### src/rtl/stack_program_sequencer.sv
// stack_program_sequencer: holds a short nibble program and replays it into
// stack_cpu's inbits, holding each opcode/operand for the cycles the op needs.
module stack_program_sequencer #(
  parameter int unsigned ADDR_W    = 4,
  parameter bit          START_RST = 1'b1
) (
  input  logic              clk,
  input  logic              rst,
  input  logic              load_en,
  input  logic [3:0]        load_data,
  input  logic              clear_prog,
  input  logic              run,
  input  logic              halt,
  output logic              cpu_rst,
  output logic [3:0]        cpu_inbits,
  output logic              busy,
  output logic              done,
  output logic              full,
  output logic [ADDR_W-1:0] pc
);

  localparam int unsigned DEPTH   = 2 ** ADDR_W;
  localparam int unsigned PW      = ADDR_W + 1;
  localparam logic [PW-1:0] DEPTH_P = PW'(DEPTH);

  typedef enum logic [2:0] {
    S_IDLE  = 3'd0,
    S_START = 3'd1,
    S_FETCH = 3'd2,
    S_EXEC  = 3'd3,
    S_DONE  = 3'd4
  } state_t;

  state_t          state_q, state_d;
  logic [PW-1:0]   wp_q, wp_d;
  logic [PW-1:0]   pc_q, pc_d;
  logic [1:0]      cnt_q, cnt_d;
  logic [3:0]      opnd_q, opnd_d;
  logic            has_opnd_q, has_opnd_d;
  logic            cpu_rst_q, cpu_rst_d;
  logic [3:0]      inbits_q, inbits_d;
  logic            busy_q, busy_d;
  logic            done_q, done_d;
  logic            full_q, full_d;

  logic [3:0]      mem_q [DEPTH];

  logic            mem_we_c;
  logic [PW-1:0]   pc_adv_c;
  logic [PW-1:0]   fetch_pc_c;
  logic [PW-1:0]   opnd_pc_c;
  logic [3:0]      fetch_op_c;
  logic [3:0]      fetch_opnd_c;
  logic [2:0]      fetch_info_c;
  logic            enter_fetch_c;

  // Op decode: {has operand, exec cycles after fetch minus one (N-2)}
  function automatic logic [2:0] op_info(input logic [3:0] op);
    logic [2:0] r;
    case (op)
      4'h1, 4'h6, 4'h7, 4'h8: r = 3'b1_01;
      4'h2, 4'h5:             r = 3'b0_01;
      4'h9, 4'hA:             r = 3'b0_10;
      default:                r = 3'b0_00;
    endcase
    return r;
  endfunction

  // Program writes happen only in IDLE, only while below capacity
  always_comb begin
    mem_we_c = (state_q == S_IDLE) && load_en && !clear_prog && (wp_q != DEPTH_P);
  end

  // Program memory write port (contents intentionally not reset)
  always_ff @(posedge clk) begin
    if (mem_we_c) begin
      mem_q[wp_q[ADDR_W-1:0]] <= load_data;
    end
  end

  // Fetch address and memory reads; a same-cycle load is forwarded so that
  // run with a simultaneous load sees the nibble being written
  always_comb begin
    pc_adv_c     = pc_q + (has_opnd_q ? PW'(2) : PW'(1));
    fetch_pc_c   = (state_q == S_EXEC) ? pc_adv_c : '0;
    opnd_pc_c    = fetch_pc_c + PW'(1);
    fetch_op_c   = (mem_we_c && (fetch_pc_c == wp_q)) ? load_data
                                                      : mem_q[fetch_pc_c[ADDR_W-1:0]];
    fetch_opnd_c = 4'd0;
    if (opnd_pc_c < wp_d) begin
      fetch_opnd_c = (mem_we_c && (opnd_pc_c == wp_q)) ? load_data
                                                       : mem_q[opnd_pc_c[ADDR_W-1:0]];
    end
    fetch_info_c = op_info(fetch_op_c);
  end

  // Next-state and next-output logic; outputs are computed for the state being entered
  always_comb begin
    state_d       = state_q;
    wp_d          = wp_q;
    pc_d          = pc_q;
    cnt_d         = cnt_q;
    opnd_d        = opnd_q;
    has_opnd_d    = has_opnd_q;
    cpu_rst_d     = 1'b0;
    inbits_d      = 4'd0;
    busy_d        = 1'b0;
    done_d        = 1'b0;
    enter_fetch_c = 1'b0;

    if (state_q == S_IDLE) begin
      if (clear_prog) begin
        wp_d = '0;
      end else if (mem_we_c) begin
        wp_d = wp_q + PW'(1);
      end
    end

    case (state_q)
      S_IDLE: begin
        if (run && (wp_d != '0)) begin
          pc_d = '0;
          if (START_RST) begin
            state_d   = S_START;
            cpu_rst_d = 1'b1;
            busy_d    = 1'b1;
          end else begin
            enter_fetch_c = 1'b1;
          end
        end
      end
      S_START: begin
        enter_fetch_c = 1'b1;
      end
      S_FETCH: begin
        state_d  = S_EXEC;
        busy_d   = 1'b1;
        inbits_d = has_opnd_q ? opnd_q : 4'd0;
      end
      S_EXEC: begin
        if (cnt_q != 2'd0) begin
          cnt_d    = cnt_q - 2'd1;
          busy_d   = 1'b1;
          inbits_d = has_opnd_q ? opnd_q : 4'd0;
        end else if (pc_adv_c >= wp_q) begin
          state_d = S_DONE;
          pc_d    = pc_adv_c;
          done_d  = 1'b1;
        end else begin
          enter_fetch_c = 1'b1;
        end
      end
      S_DONE: begin
        state_d = S_IDLE;
      end
      default: begin
        state_d = S_IDLE;
      end
    endcase

    if (enter_fetch_c) begin
      state_d               = S_FETCH;
      pc_d                  = fetch_pc_c;
      inbits_d              = fetch_op_c;
      {has_opnd_d, cnt_d}   = fetch_info_c;
      opnd_d                = fetch_opnd_c;
      busy_d                = 1'b1;
    end

    // halt overrides every transition and silences the cpu interface
    if (halt) begin
      state_d   = S_IDLE;
      pc_d      = pc_q;
      cnt_d     = cnt_q;
      cpu_rst_d = 1'b0;
      inbits_d  = 4'd0;
      busy_d    = 1'b0;
      done_d    = 1'b0;
    end

    full_d = (wp_d == DEPTH_P);
  end

  // State and registered outputs
  always_ff @(posedge clk or posedge rst) begin
    if (rst) begin
      state_q    <= S_IDLE;
      wp_q       <= '0;
      pc_q       <= '0;
      cnt_q      <= 2'd0;
      opnd_q     <= 4'd0;
      has_opnd_q <= 1'b0;
      cpu_rst_q  <= 1'b0;
      inbits_q   <= 4'd0;
      busy_q     <= 1'b0;
      done_q     <= 1'b0;
      full_q     <= 1'b0;
    end else begin
      state_q    <= state_d;
      wp_q       <= wp_d;
      pc_q       <= pc_d;
      cnt_q      <= cnt_d;
      opnd_q     <= opnd_d;
      has_opnd_q <= has_opnd_d;
      cpu_rst_q  <= cpu_rst_d;
      inbits_q   <= inbits_d;
      busy_q     <= busy_d;
      done_q     <= done_d;
      full_q     <= full_d;
    end
  end

  assign cpu_rst    = cpu_rst_q;
  assign cpu_inbits = inbits_q;
  assign busy       = busy_q;
  assign done       = done_q;
  assign full       = full_q;
  assign pc         = pc_q[ADDR_W-1:0];

endmodule
### config.mk
export PLATFORM = sky130hd
export DESIGN_NAME = stack_program_sequencer
export DESIGN_NICKNAME = d
export VERILOG_FILES = /design/src/rtl/stack_program_sequencer.sv
export SDC_FILE = /design/constraint.sdc
export NUM_CORES = 1
export LEC_CHECK = 0
export ABC_AREA = 1
export CAP_MARGIN = 5
export CORE_MARGIN = 2
export CORE_UTILIZATION = 31
export DETAILED_ROUTE_END_ITERATION = 16
export HOLD_SLACK_MARGIN = 0.1
export SYNTH_ARGS = -nofsm -noshare
export SYNTH_HDL_FRONTEND = slang
export SYNTH_SLANG_ARGS = --single-unit
export TNS_END_PERCENT = 5
### constraint.sdc
create_clock -name clk -period 3.5 [get_ports clk]
set_input_delay 0.525 -clock clk [delete_from_list [all_inputs] [get_ports clk]]
set_output_delay 0.525 -clock clk [all_outputs]
set_load 0.1 [all_outputs]
==> impl_results.md <==
- Min-Delay Path Class: in -> async
- Die width: roughly 140 um
- Unrepaired setup endpoints after global routing: no
- Clk_lat worst skew: 360 ps
- FP Rows: 48
- TritonCTS Buffers: 9
- Share of cells above drive strength 1: 10.5%
- Headroom to the max-slew limit: 34.5%
- Worst EP arrival: 3450 ps
- Mapped Area: about 5600 sq um
- Reg2reg setup slack: 340 ps
- Antenna violations before repair: 0
- First-pass GRT wire length: 24.7 mm
- Final wirelength: 15.6 mm
- Crit Path Max Fanout: 8
- Final TNS setup: 0 ps
- LEAKAGE: 2.72 nW
- Layout Nets: between 700 and 800
- Top cells by area, synth: edfxtp_1, dfrtp_1, nand2_1
- Slew @ Worst Pin: 980 ps
- CTS H-tree depth: 3
- Status: finished clean
- Vias per inst: 5.17
- Fmax: 0.317 GHz
- Die Span Y: between 100 and 150 um
- WL/cell: approximately 17 um
- Final setup fails: 0
- 1st-iter DRT viols: 556
- Final Slew Violations: 0
- Grt ovf: 0
- WHS: ~500 ps
- Clock transition at the registers of the reported paths: 70 ps
- Util after Layout: 36.3%
- Avg Inst Size Synth: 8.46 sq um
- Max incr delay on CP: 550 ps
- Vias: 4658
- Antenna-violating nets left: 0
- Cells after Synth: 656
- I/O Pins: 22
- Ys flop type: edfxtp_1
- CTS Root Cell: clkbuf_16
- WS Path Type: reg -> reg
- Clk buf depth: 2
- Synth top area share: 34.6%
- Clock Skew: 14.2 ps
- #FFs+latches synth: 92
- Cell repeated most along the worst path: nand2_1
- Startpoint Class: register
- FILL cells: 1814
- Area of the die: 19000 sq um
- Core Area: ~17000 sq um
- Cell breakdown of the critical path: inv_1, ha_1, fa_1, nand4_2, clkinv_1, buf_4, a21oi_1, o21ai_0, nand3_1, nand3_1, nand3_1, nand2_1, inv_1, ha_1, nand3b_1, nand2_1, nand2_1, nand2_1, nand2_1, nand2_1
- Starting Density: 31.9%
- Synth Warn #: 0
- Ant. Diodes: 0
- Fraction of registers with async set/reset: a little under a third
- CP required: ~3800 ps
- Port bufs: 21
- Routability cong.: between 0.9 and 1
- CTS Hold Buffers Added: 0
- Global Route Usage Sum: 17.5%
- Drt pass-1 iters: 6
- Vias in the first global route: around 4.5k
- Post-synth EDFFs: 64
- Sequential area share after synthesis: 47.2%
- Slowest CP cell: fa_1
- Period utilisation layout: around nine tenths
- Layout area overhead: 13.9%
- Max VDD drop: 0.000496 V
- Clock tree sinks: 92
- Synth Net Count: 686
- Distinct cells, synth: 46
- HPWL after detailed placement: 11.3 mm
- Crit end category: register
- Max Cap Viol: 0
- Final min period: 3160 ps
- Final hold violation count: 0
- Pwr dens: 696 nW/um^2
- TritonCTS clock tree: yes
- Largest net degree at the start of global routing: 57
- # DRC: 0
- Yosys top cell by area: edfxtp_1
## per-stage QoR
step           instance area (sq um)  setup WS (ps)  total power, mW  instances
2_1_floorplan                   5550            383             2.89        656
3_3_place_gp                    5990            356             3.42        884
3_5_place_dp                    5990            232             3.42        884
4_1_cts                         6280            238             4.40        900
5_1_grt                         6320           21.1             4.68        901
6_report                        6320            345             4.40        901
## state kept, by name (all words and copies together) (netlist names)
signal / count
mem_q: 64
pc_q: 5
wp_q: 5
cpu_inbits: 4
opnd_q: 4
state_q: 3
cnt_q: 2
busy: 1
cpu_rst: 1
done: 1
full: 1
has_opnd_q: 1
## report_power, final
group / switching [mW] / total, mW / internal (mW)
logic: 1.40 / 1.98 / 0.585
clock network: 0.414 / 0.970 / 0.556
registers: 0.150 / 1.45 / 1.30
total: 1.96 / 4.40 / 2.44
## layout make-up
type | instances | area, sq um | area share (%)
sequential | 92 | 2620 | 41.5
multi-input combinational | 458 | 2470 | 39.1
timing repair buffer | 37 | 377 | 5.96
tap | 225 | 282 | 4.45
inverter | 73 | 280 | 4.43
clock buffer | 11 | 233 | 3.68
clock inverter | 5 | 60.1 | 0.950
## critical path: cells and delay by family (launching register included)
kind	cells	cell delay, ps
compound gates	2	210
buf+inv	4	430
fa+ha+maj	3	980
flops	1	410
simple gates	11	1080
## path summary, 6_finish.rpt
path | to | from | cells past startpoint
max in group asynchronous | cpu_inbits[0] | rst | 3
hold / removal | done | rst | 2
setup / recovery | cnt_q[0] | has_opnd_q | 20
min in group clk | opnd_q[1] | opnd_q[1] | 2
setup reg to reg | cnt_q[0] | has_opnd_q | 20
hold reg to reg | opnd_q[1] | opnd_q[1] | 2
## kinds of logic (layout without fill, tap and decap cells)
group | after synthesis | count (layout) | share of synthesized area [%]
simple gates | 333 | 333 | 28.2
buf+inv | 106 | 126 | 8.43
compound gates | 98 | 98 | 10.1
flops | 92 | 92 | 47.2
fa+ha+maj | 20 | 20 | 4.64
xor+xnor | 7 | 7 | 1.37
## routing by layer
layer	part of all wire [%]	vias up	global-route usage (%)
met5	0	-	0
met4	2.9	0	6.58
met3	6.4	30	3.61
met2	45	186	27.0
met1	46	2192	24.1
li1	-	2250	-
## placed cells by master, fill, tap and decap left out, types with 2 or more instances in the layout
master           instances
nor3_1                   5
a21oi_1                 39
a211oi_1                 2
nand2_2                  7
o21ai_1                 10
a31oi_1                  2
nand4_2                  2
nand2_1                146
buf_4                   13
dfrtp_1                 28
xor2_1                   3
nor2_4                   4
nor4_1                   2
edfxtp_1                64
ha_1                    19
inv_2                    8
o211ai_1                11
nand2_4                  4
clkinv_2                 2
clkbuf_16                9
nand3_1                 99
clkinv_4                 2
buf_12                   2
clkbuf_1                 2
nand3_2                  4
xnor2_1                  2
o2111ai_1                3
nor2_1                  48
clkdlybuf4s50_1         20
o21ai_0                 25
inv_1                   62
nand4_1                  6
## Yosys cell counts (all sizes together), types with 6 or more instances
cell    count
nand2     157
a21oi      40
buf        23
o211ai     11
nor2       53
nor3        6
nand4       9
inv        70
nand3     104
dfrtp      28
clkbuf     10
ha         19
o21ai      36
edfxtp     64
## timing repair
action / in CTS / in global routing
endpoints found under the hold margin: 0 / 0
gates resized for setup: 0 / 3
buffers inserted: 0 / 0
setup endpoints to repair: 0 / 4
No activity file was read; power rests on OpenSTA's default activity.
